--- src/rtl/prio_encoder_arb.sv ---
// prio_encoder_arb: registered N-line priority arbiter with sticky pending
// bits, per-line masking, valid/ready output and fixed or round-robin modes.
module prio_encoder_arb #(
  parameter int N     = 8,
  parameter int IDX_W = 3
) (
  input  logic             clk,
  input  logic             rst_n,
  input  logic [N-1:0]     req_in,
  input  logic [N-1:0]     mask,
  input  logic             rr_mode,
  output logic [IDX_W-1:0] out_idx,
  output logic             out_valid,
  input  logic             out_ready,
  output logic [N-1:0]     pending
);

  localparam int unsigned NU = N;

  localparam logic [0:0] IDLE  = 1'b0;
  localparam logic [0:0] OFFER = 1'b1;

  if (N < 2 || N > 64) begin : g_bad_n
    $error("prio_encoder_arb: N=%0d outside 2..64", N);
  end
  if (IDX_W != $clog2(N)) begin : g_bad_idx_w
    $error("prio_encoder_arb: IDX_W=%0d must equal clog2(N)=%0d", IDX_W, $clog2(N));
  end

  logic [0:0]       state_q, state_d;
  logic [N-1:0]     pending_q, pending_d;
  logic [IDX_W-1:0] out_idx_q, out_idx_d;
  logic [IDX_W-1:0] last_idx_q, last_idx_d;
  logic [N-1:0]     clr;
  logic [N-1:0]     eligible;
  logic             hs;
  logic [IDX_W-1:0] fixed_idx;
  logic [IDX_W-1:0] rr_idx;
  logic             rr_found;
  logic [IDX_W-1:0] win_idx;
  int unsigned      pos;

  assign eligible  = pending_q & ~mask;
  assign hs        = (state_q == OFFER) && out_ready;
  assign out_valid = (state_q == OFFER);
  assign out_idx   = out_idx_q;
  assign pending   = pending_q;

  // One-hot clear of the granted line on a completed handshake
  always_comb begin
    clr = '0;
    if (hs) clr[out_idx_q] = 1'b1;
  end

  // Pending update: a request in the clearing cycle wins, so none is lost
  always_comb begin
    pending_d = (pending_q & ~clr) | req_in;
  end

  // Winner selection: fixed = highest eligible index; round-robin = descending
  // scan starting just below last_idx, wrapping, so last_idx ranks lowest
  always_comb begin
    fixed_idx = '0;
    rr_idx    = '0;
    rr_found  = 1'b0;
    pos       = 0;
    for (int unsigned i = 0; i < NU; i++) begin
      if (eligible[i]) fixed_idx = IDX_W'(i);
    end
    for (int unsigned k = 0; k < NU; k++) begin
      pos = 32'(last_idx_q) + NU - 1 - k;
      if (pos >= NU) pos = pos - NU;
      if (!rr_found && eligible[pos]) begin
        rr_idx   = IDX_W'(pos);
        rr_found = 1'b1;
      end
    end
    win_idx = rr_mode ? rr_idx : fixed_idx;
  end

  // Offer FSM: latch a winner in IDLE, hold it unchanged until accepted
  always_comb begin
    state_d    = state_q;
    out_idx_d  = out_idx_q;
    last_idx_d = last_idx_q;
    case (state_q)
      IDLE: begin
        if (|eligible) begin
          out_idx_d = win_idx;
          state_d   = OFFER;
        end
      end
      OFFER: begin
        if (out_ready) begin
          last_idx_d = out_idx_q;
          state_d    = IDLE;
        end
      end
      default: state_d = IDLE;
    endcase
  end

  // State registers, asynchronously cleared
  always_ff @(posedge clk or negedge rst_n) begin
    if (!rst_n) begin
      state_q    <= IDLE;
      pending_q  <= '0;
      out_idx_q  <= '0;
      last_idx_q <= '0;
    end else begin
      state_q    <= state_d;
      pending_q  <= pending_d;
      out_idx_q  <= out_idx_d;
      last_idx_q <= last_idx_d;
    end
  end

endmodule

--- config.mk ---
export PLATFORM = sky130hd
export DESIGN_NAME = prio_encoder_arb
export DESIGN_NICKNAME = d
export VERILOG_FILES = /design/src/rtl/prio_encoder_arb.sv
export SDC_FILE = /design/constraint.sdc
export NUM_CORES = 1
export LEC_CHECK = 0
export ABC_AREA = 1
export BUFFER_PORTS_ARGS = -buffer_cell sky130_fd_sc_hd__buf_2
export CORE_MARGIN = 4
export CORE_UTILIZATION = 42
export DETAILED_ROUTE_END_ITERATION = 7
export PLACE_DENSITY = 0.66
export SKIP_CTS_REPAIR_TIMING = 1
export SLEW_MARGIN = 20
export SYNTH_ARGS = -nofsm -noshare
export SYNTH_HDL_FRONTEND = slang
export SYNTH_SLANG_ARGS = --single-unit
--- constraint.sdc ---
create_clock -name clk -period 2.4 [get_ports clk]
set_input_delay 0 -clock clk [delete_from_list [all_inputs] [get_ports clk]]
set_output_delay 0 -clock clk [all_outputs]
set_load 0.03 [all_outputs]
### Word-level counts from Yosys, hierarchy flattened

Cells that the tools add are included.

* word-level logic and storage cells: 117
* bits of input ports: 20
* output and inout bits: 12
* flip-flop bits (word level): 15

* reductions and logical operators: 19
* $add $sub $neg: 17
* multiplexer cells: 53
* bitwise operators: 6
* order comparisons: 18

Operator list (number)
* $ge 32x4->1 const B: 8
* $lt 32x4->1 const B: 8
* $mux 32: 8
* $sub 32x4->32 const B: 7
* $sub 32x3->32 const B: 3
* $sub 32x2->32 const B: 2
* $mux 3: 15
* $sub 32x1->32 const B: 1
* $bmux 1 s3: 8
* $mux 1: 19
* $and 8x8->8: 2
* $not 8->8: 2
* $logic_and 1x1->1: 9
* $mux 8: 1
* $or 8x8->8: 1
* $reduce_or 8->1: 1
* $sub 7x5->8 const B: 1
* $logic_not 1->1: 7
* $sub 6x4->7 const B: 1
* $sub 5x1->6 const B: 1
* $add 3x4->5 const B: 1
* $lt 3x4->1 const B: 1
* $reduce_and 2->1: 2
* $demux 1 s3: 1
* other kinds (3): 3

### Depth between registers and ports, before layout

Gate-level depths: netlist (run 1).

* depth after elaboration: 29
* depth in mapped cells: 19
* depth with buffers taken out: 17

### Worst setup path after synthesis (run 1)

OpenSTA, ideal clock, no wires.

* kind: register to register
* from: register last_idx_q[0]
* to: register out_idx_q[1] (netlist: out_idx[1])
* data required time: 2.327 ns
* library setup time: 0.073 ns
* path slack: 0.174 ns
* stages on the path, launching flop included: 19
* arrival time: 2.153 ns
* cell sequence: dfrtp_1 inv_2 buf_6 ha_1 buf_6 inv_4 buf_6 nand3_1 nand2_1 nand2_1 nand2_2 nand3_4 nor2_4 nand2_2 nor3_2 nor2_1 nand2_1 nand2_1 a21oi_2

* longest elaborated chain between the ends: 29
* elaborated cells on any way between the ends: 79
* classes of those cells: add/sub: 17; order compare: 8; mux: 40; reduce/logical: 14

RTL lines
* start, declared: line 33 `logic [IDX_W-1:0] last_idx_q, last_idx_d;`
* start signal, assigned: line 114 `last_idx_q <= last_idx_d;`
* $add 3x4->5 (*): line 71 `pos = 32'(last_idx_q) + NU - 1 - k;`
* $sub 5x1->6 (*): line 71
* branches (longest 25 deep; another with $sub 32x1->32)
* $mux 3 (*): line 73 `if (!rr_found && eligible[pos]) begin`
* $mux 3 (*): line 78 `win_idx = rr_mode ? rr_idx : fixed_idx;`
* end signal, assigned: line 113 `out_idx_q <= out_idx_d;`
* end, declared: line 32 `logic [IDX_W-1:0] out_idx_q, out_idx_d;`

Every way passes the cells marked *. The select of a mux whose other input is x is not followed.
A chain may end at the register's enable or synchronous reset.

### Worst setup path in the final report (run 1)

* from: register last_idx_q[0]
* to: register out_idx_q[0] (netlist: out_idx[0])

Same word-level chain as after synthesis.

==> results of run 1 <==
metrics by stage:
stage	utilization [%]	power (uW)	cell area [sq um]	worst slack (ns)	hold slack, ns
final	54.91	3075	1876	0.1809	0.03295
after global routing	54.91	3411	1876	0.02091	0.02594
after CTS	51.17	2947	1748	0.04963	-0.3878
after detailed placement	50.40	2779	1722	0.08723	-0.07132
after global placement	50.40	2782	1722	0.1009	-0.07123
after floorplan	-	2338	1528	0.1736	-0.2956
flip-flops by register name (all words and copies together) (netlist names):
name	count
out_valid	1
out_idx	3
pending	8
last_idx_q	3
routing by layer:
| metal | GRT usage [%] | wire length (microns) |
|---|---|---|
| met5 | 0 | 0 |
| met4 | 6.948 | 95 |
| met3 | 2.463 | 170 |
| met2 | 33.69 | 2063 |
| met1 | 27.73 | 2089 |
worst max-delay path: cells and delay by family (launching register included):
kind	cells	cell delay, ns
buffers and inverters	3	0.26
AO/OA/AOI/OAI	1	0.14
AND/OR/NAND/NOR	12	1.12
adder cells (fa/ha/maj)	1	0.23
flip-flops	1	0.40
synthesized netlist by cell type (all sizes together):
master	instances	area share, %
a31oi	3	1.2
o21bai	3	1.5
or2	1	0.41
dfrtp	15	25
nor2	26	6.9
ha	2	1.6
a21oi	8	3.4
nand3	43	16
nor3	2	0.98
inv	40	10
nand4	4	1.6
nand2	79	23
buf	4	2.7
o21ai	16	5.2
o211ai	2	0.98
layout by cell type (no fill, tap or decap), types with 2 or more instances in the layout:
cell | synthesis | final
a21oi_1 | 5 | 5
a21oi_2 | 3 | 3
a31oi_1 | 3 | 3
buf_2 | 0 | 31
buf_4 | 1 | 3
clkbuf_4 | 0 | 3
dfrtp_1 | 15 | 15
dlygate4sd3_1 | 0 | 10
inv_1 | 36 | 34
inv_2 | 2 | 4
nand2_1 | 67 | 67
nand2_2 | 8 | 8
nand2_4 | 4 | 4
nand3_1 | 40 | 40
nand3_4 | 2 | 2
nand4_1 | 4 | 4
nor2_1 | 25 | 24
o211ai_1 | 2 | 2
o21ai_0 | 13 | 13
o21ai_1 | 3 | 3
o21bai_1 | 3 | 2
cell type report:
cell class,instances,area [sq um]
clock buffers,4,26.28
fillers,348,1540
inverters,40,157.7
multi-input cells,189,980.9
flip-flops and latches,15,375.4
well taps,46,57.56
repair buffers,44,277.8
cells by family (layout without fill, tap and decap cells):
logic type	Yosys count	after routing	synth area share, %
fa+ha+maj	2	2	1.638
flops	15	15	24.57
buf+inv	44	88	12.86
compound gates	32	32	12.28
simple gates	155	155	48.65
final timing paths:
| check | endpoint | slack (ns) | startpoint |
|---|---|---|---|
| max | out_idx[0] | 0.18 | last_idx_q[0] |
| min | out_idx[0] | 0.03 | rr_mode |
| max reg2reg | out_idx[0] | 0.18 | last_idx_q[0] |
| min reg2reg | last_idx_q[1] | 0.52 | last_idx_q[1] |
| max in group asynchronous | out_idx[2] | 2.00 | rst_n |
| min in group asynchronous | pending[0] | 0.13 | rst_n |
report_power, final:
| group | internal (uW) | switching, uW | leakage, uW |
|---|---|---|---|
| combinational | 808 | 1690 | 0.000838 |
| sequential | 328 | 99.2 | 0.000150 |
| clock | 64.7 | 89.0 | 0.0000150 |
| total | 1200 | 1870 | 0.00100 |
==> impl_metrics.env, run 1 <==
export IMPL_status="complete, no violations"
export IMPL_htree_levels=1
export IMPL_cts_inserted_buffers=3
export IMPL_slowest_stage="dfrtp_1"
export IMPL_cp_arrival_ns=2.44
export IMPL_postRouteWirelength_microns=4418
export IMPL_grt_total_usage_pct=20.53
export IMPL_final_cells=338
export IMPL_grt_overflow=0
export IMPL_first_pass_iters=4
export IMPL_io_buffers=31
export IMPL_dr_total_vias=1747
export IMPL_crit_fanout=11
export IMPL_clock_sinks=15
export IMPL_worst_setup_path_start_kind="flip-flop"
export IMPL_syn_nets=270
export IMPL_cp_cell_sequence="inv_2 -> ha_4 -> inv_6 -> nand2_4 -> nand2_4 -> inv_4 -> nand2_2 -> nand3_2 -> nand2_4 -> nand3_4 -> nor2_4 -> nand2_2 -> nor2_2 -> nand2_1 -> nand3_1 -> nand3_1 -> a21oi_2"
export IMPL_crit_path_max_incr_delay_ns=0.40
export IMPL_cts_buffer_depth=2
export IMPL_num_rows=21
export IMPL_cp_required_ns=2.62
export IMPL_drive_gt1_share_pct=22.60
export IMPL_ys_warn_count=0
export IMPL_tightest_slew_ns=0.3673
export IMPL_clk_insertion_delay_late_ns=0.29
export IMPL_drv_slew=0
export IMPL_cts_tree="done"
export IMPL_min_path_cells=3
export IMPL_end_kind="flip-flop"
export IMPL_maxCapViolations=0
export IMPL_core_sq_um=3416
export IMPL_gp_congestion=0.9883
export IMPL_p_leak_uw=0.001003
export IMPL_root_buffer="clkbuf_4"
export IMPL_drc_errors=0
export IMPL_antenna_found_initial=0
export IMPL_cpMostUsedCell="nand2_4"
export IMPL_fin_nets=315
export IMPL_drt_iter0_drc=120
export IMPL_synth_cell_type_count=26
export IMPL_syn_instance_count=248
export IMPL_synth_area_sq_um=1528
export IMPL_grt_pass1_vias=1561
export IMPL_r2r_cells=17
export IMPL_rsz0062_at_grt="false"
export IMPL_io_pins=32
export IMPL_critPathKind="reg -> reg"
export IMPL_period_minus_slack_ns=2.219
export IMPL_slew_headroom_pct=75.51
export IMPL_viasPerCell=5.169
export IMPL_antenna_cells=0
export IMPL_die_w_microns=68.31
export IMPL_skew_ns=0.006093
export IMPL_area_delta_synth_final_pct=22.77
export IMPL_fmax_mhz=450.6
export IMPL_setup_viol_count_final=0
export IMPL_power_density_nw_per_um2=1639
export IMPL_seq_area_frac_synth_pct=24.57
export IMPL_grt_max_degree=16
export IMPL_dpl_cell_count=324
export IMPL_die_area_sq_um=4666
export IMPL_tns_ns=0
export IMPL_cts_clk_slew_worst_paths_ns=0.10
export IMPL_synth_seq_cells=15
export IMPL_post_drt_wl_per_cell_microns=13.07
export IMPL_peakVddDrop_v=0.0005706
export IMPL_avgSynthCellArea_sq_um=6.160
export IMPL_dpl_hpwl_microns=3514
export IMPL_grt_first_pass_wirelength_microns=7238
export IMPL_finalCritPeriodShare_pct=92.46
export IMPL_floorplan_initialDensity_pct=44.73
export IMPL_final_hold_viol_count=0
export IMPL_drtAntennaViolNets=0
export IMPL_min_path_type="in -> reg"
export IMPL_die_y_microns=68.31
No activity file was read; power rests on OpenSTA's default activity.
==> run 2: changes to the inputs <==
--- a/config.mk
+++ b/config.mk
@@ -7,11 +7,11 @@
 export LEC_CHECK = 0
 export ABC_AREA = 1
 export BUFFER_PORTS_ARGS = -buffer_cell sky130_fd_sc_hd__buf_2
-export CORE_MARGIN = 4
 export CORE_UTILIZATION = 42
 export DETAILED_ROUTE_END_ITERATION = 7
 export PLACE_DENSITY = 0.66
 export SKIP_CTS_REPAIR_TIMING = 1
+export SKIP_LAST_GASP = 1
 export SLEW_MARGIN = 20
 export SYNTH_ARGS = -nofsm -noshare
 export SYNTH_HDL_FRONTEND = slang
==> run 2 against run 1 <==
Effect of this change:
- non-clock buffer count is 7 higher
- clock-buffer cell count did not move
- setup slack lost 0.022 ns
- hold slack barely moved
- critical path type unchanged
==> impl_metrics.env, run 2 (synthesis results as in run 1) <==
export IMPL_grt_first_pass_wirelength_microns=7369
export IMPL_largest_register_ff_count=8
export IMPL_finalCritPeriodShare_pct=93.40
export IMPL_drt_iter0_drc=87
export IMPL_die_y_microns=62.31
export IMPL_path_depth=15
export IMPL_worst_setup_path_start_kind="flip-flop"
export IMPL_rsz0062_at_grt="true"
export IMPL_end_kind="flip-flop"
export IMPL_min_path_type="in -> reg"
export IMPL_skew_ns=0.001467
export IMPL_mostFrequentLayoutCell="nand2_1"
export IMPL_final_hold_viol_count=0
export IMPL_cp_required_ns=2.63
export IMPL_crit_fanout=5
export IMPL_final_cell_mix="59 x nand2_1, 36 x nand3_1, 35 x inv_1"
export IMPL_tns_ns=0
export IMPL_area_delta_synth_final_pct=34.32
export IMPL_clk_insertion_delay_late_ns=0.30
export IMPL_antenna_cells=0
export IMPL_post_drt_wl_per_cell_microns=12.88
export IMPL_dr_total_vias=1765
export IMPL_num_rows=21
export IMPL_setup_viol_count_final=0
export IMPL_fin_nets=322
export IMPL_core_sq_um=3416
export IMPL_cts_tree="done"
export IMPL_floorplan_initialDensity_pct=44.73
export IMPL_crit_start="last_idx_q[1]"
export IMPL_slew_headroom_pct=74.58
export IMPL_crit_buf_inv=2
export IMPL_grt_pass1_vias=1641
export IMPL_status="complete, no violations"
export IMPL_die_w_microns=62.31
export IMPL_grt_max_degree=16
export IMPL_drtAntennaViolNets=0
export IMPL_maxCapViolations=0
export IMPL_gp_congestion=0.9434
export IMPL_min_path_cells=3
export IMPL_clock_sinks=15
export IMPL_hp_start="rr_mode"
export IMPL_root_buffer="clkbuf_4"
export IMPL_cp_cell_sequence="inv_2 -> ha_4 -> buf_6 -> nand3_2 -> nand2_1 -> nand2_1 -> nand2_2 -> nand3_4 -> nor2_4 -> nand2_2 -> nor3_4 -> nor2_1 -> nand2_1 -> nand2_2 -> a21oi_2"
export IMPL_viasPerCell=5.116
export IMPL_fin_util_pct=60.07
export IMPL_io_pins=32
export IMPL_cts_buffer_depth=2
export IMPL_cp_top_family="simple AND/OR/NAND/NOR gates"
export IMPL_drc_errors=0
export IMPL_crit_path_max_incr_delay_ns=0.37
export IMPL_tightest_slew_ns=0.3773
export IMPL_r2r_start="last_idx_q[1]"
export IMPL_placed_cell_area_sq_um=1722
export IMPL_first_pass_iters=5
export IMPL_slowest_stage="dfrtp_1"
export IMPL_r2r_cells=15
export IMPL_die_area_sq_um=3883
export IMPL_postRouteWirelength_microns=4445
export IMPL_period_minus_slack_ns=2.242
export IMPL_critPathKind="reg -> reg"
export IMPL_htree_levels=1
export IMPL_grt_total_usage_pct=23.56
export IMPL_cp_arrival_ns=2.47
export IMPL_cts_clk_slew_worst_paths_ns=0.10
export IMPL_drive_gt1_share_pct=28.09
export IMPL_design_area_sq_um=2052
export IMPL_drv_slew=0
export IMPL_grt_overflow=0
export IMPL_cts_inserted_buffers=3
export IMPL_dpl_hpwl_microns=3373
export IMPL_io_buffers=31
export IMPL_fmax_mhz=446.1
export IMPL_antenna_found_initial=0
run 2: path summary, 6_finish.rpt:
kind | endpoint | slack [ns]
max | out_idx[1] | 0.16
min | out_idx[0] | 0.03
max reg2reg | out_idx[1] | 0.16
min reg2reg | last_idx_q[1] | 0.52
max in group asynchronous | last_idx_q[2] | 2.01
min in group asynchronous | pending[7] | 0.13
run 2: layer usage:
metal / vias to the layer above / part of all wire (%) / GRT usage (%)
met1: 798 / 44 / 30.59
met4: 0 / 2.2 / 9.302
li1: 904 / - / -
met2: 52 / 49 / 40.25
met5: - / 0 / 0
met3: 11 / 4.4 / 2.022
run 2: layout make-up:
cell class	instances	area [sq um]
fill	322	1364
multi-input combinational	189	1089
sequential	15	375.4
timing repair buffer	51	334.1
inverter	40	170.2
tap	46	57.56
clock buffer	4	26.28
run 2: worst min-delay path: stages:
cell and delay [ns]:
buf_2 0.12, nand3_1 0.12, a21oi_2 0.06
run 2: metrics by stage:
stage	hold slack [ns]	cells	worst slack, ns
after floorplan	-0.2956	248	0.1736
after global placement	-0.07460	324	0.1152
after global routing	0.05669	345	-0.03372
after CTS	-0.3893	328	0.05367
final	0.03305	345	0.1584
after detailed placement	-0.06780	324	0.09910
Power of run 2 is not shown: default switching activity piles up to over one toggle a cycle in this logic, so the estimate is an artifact.
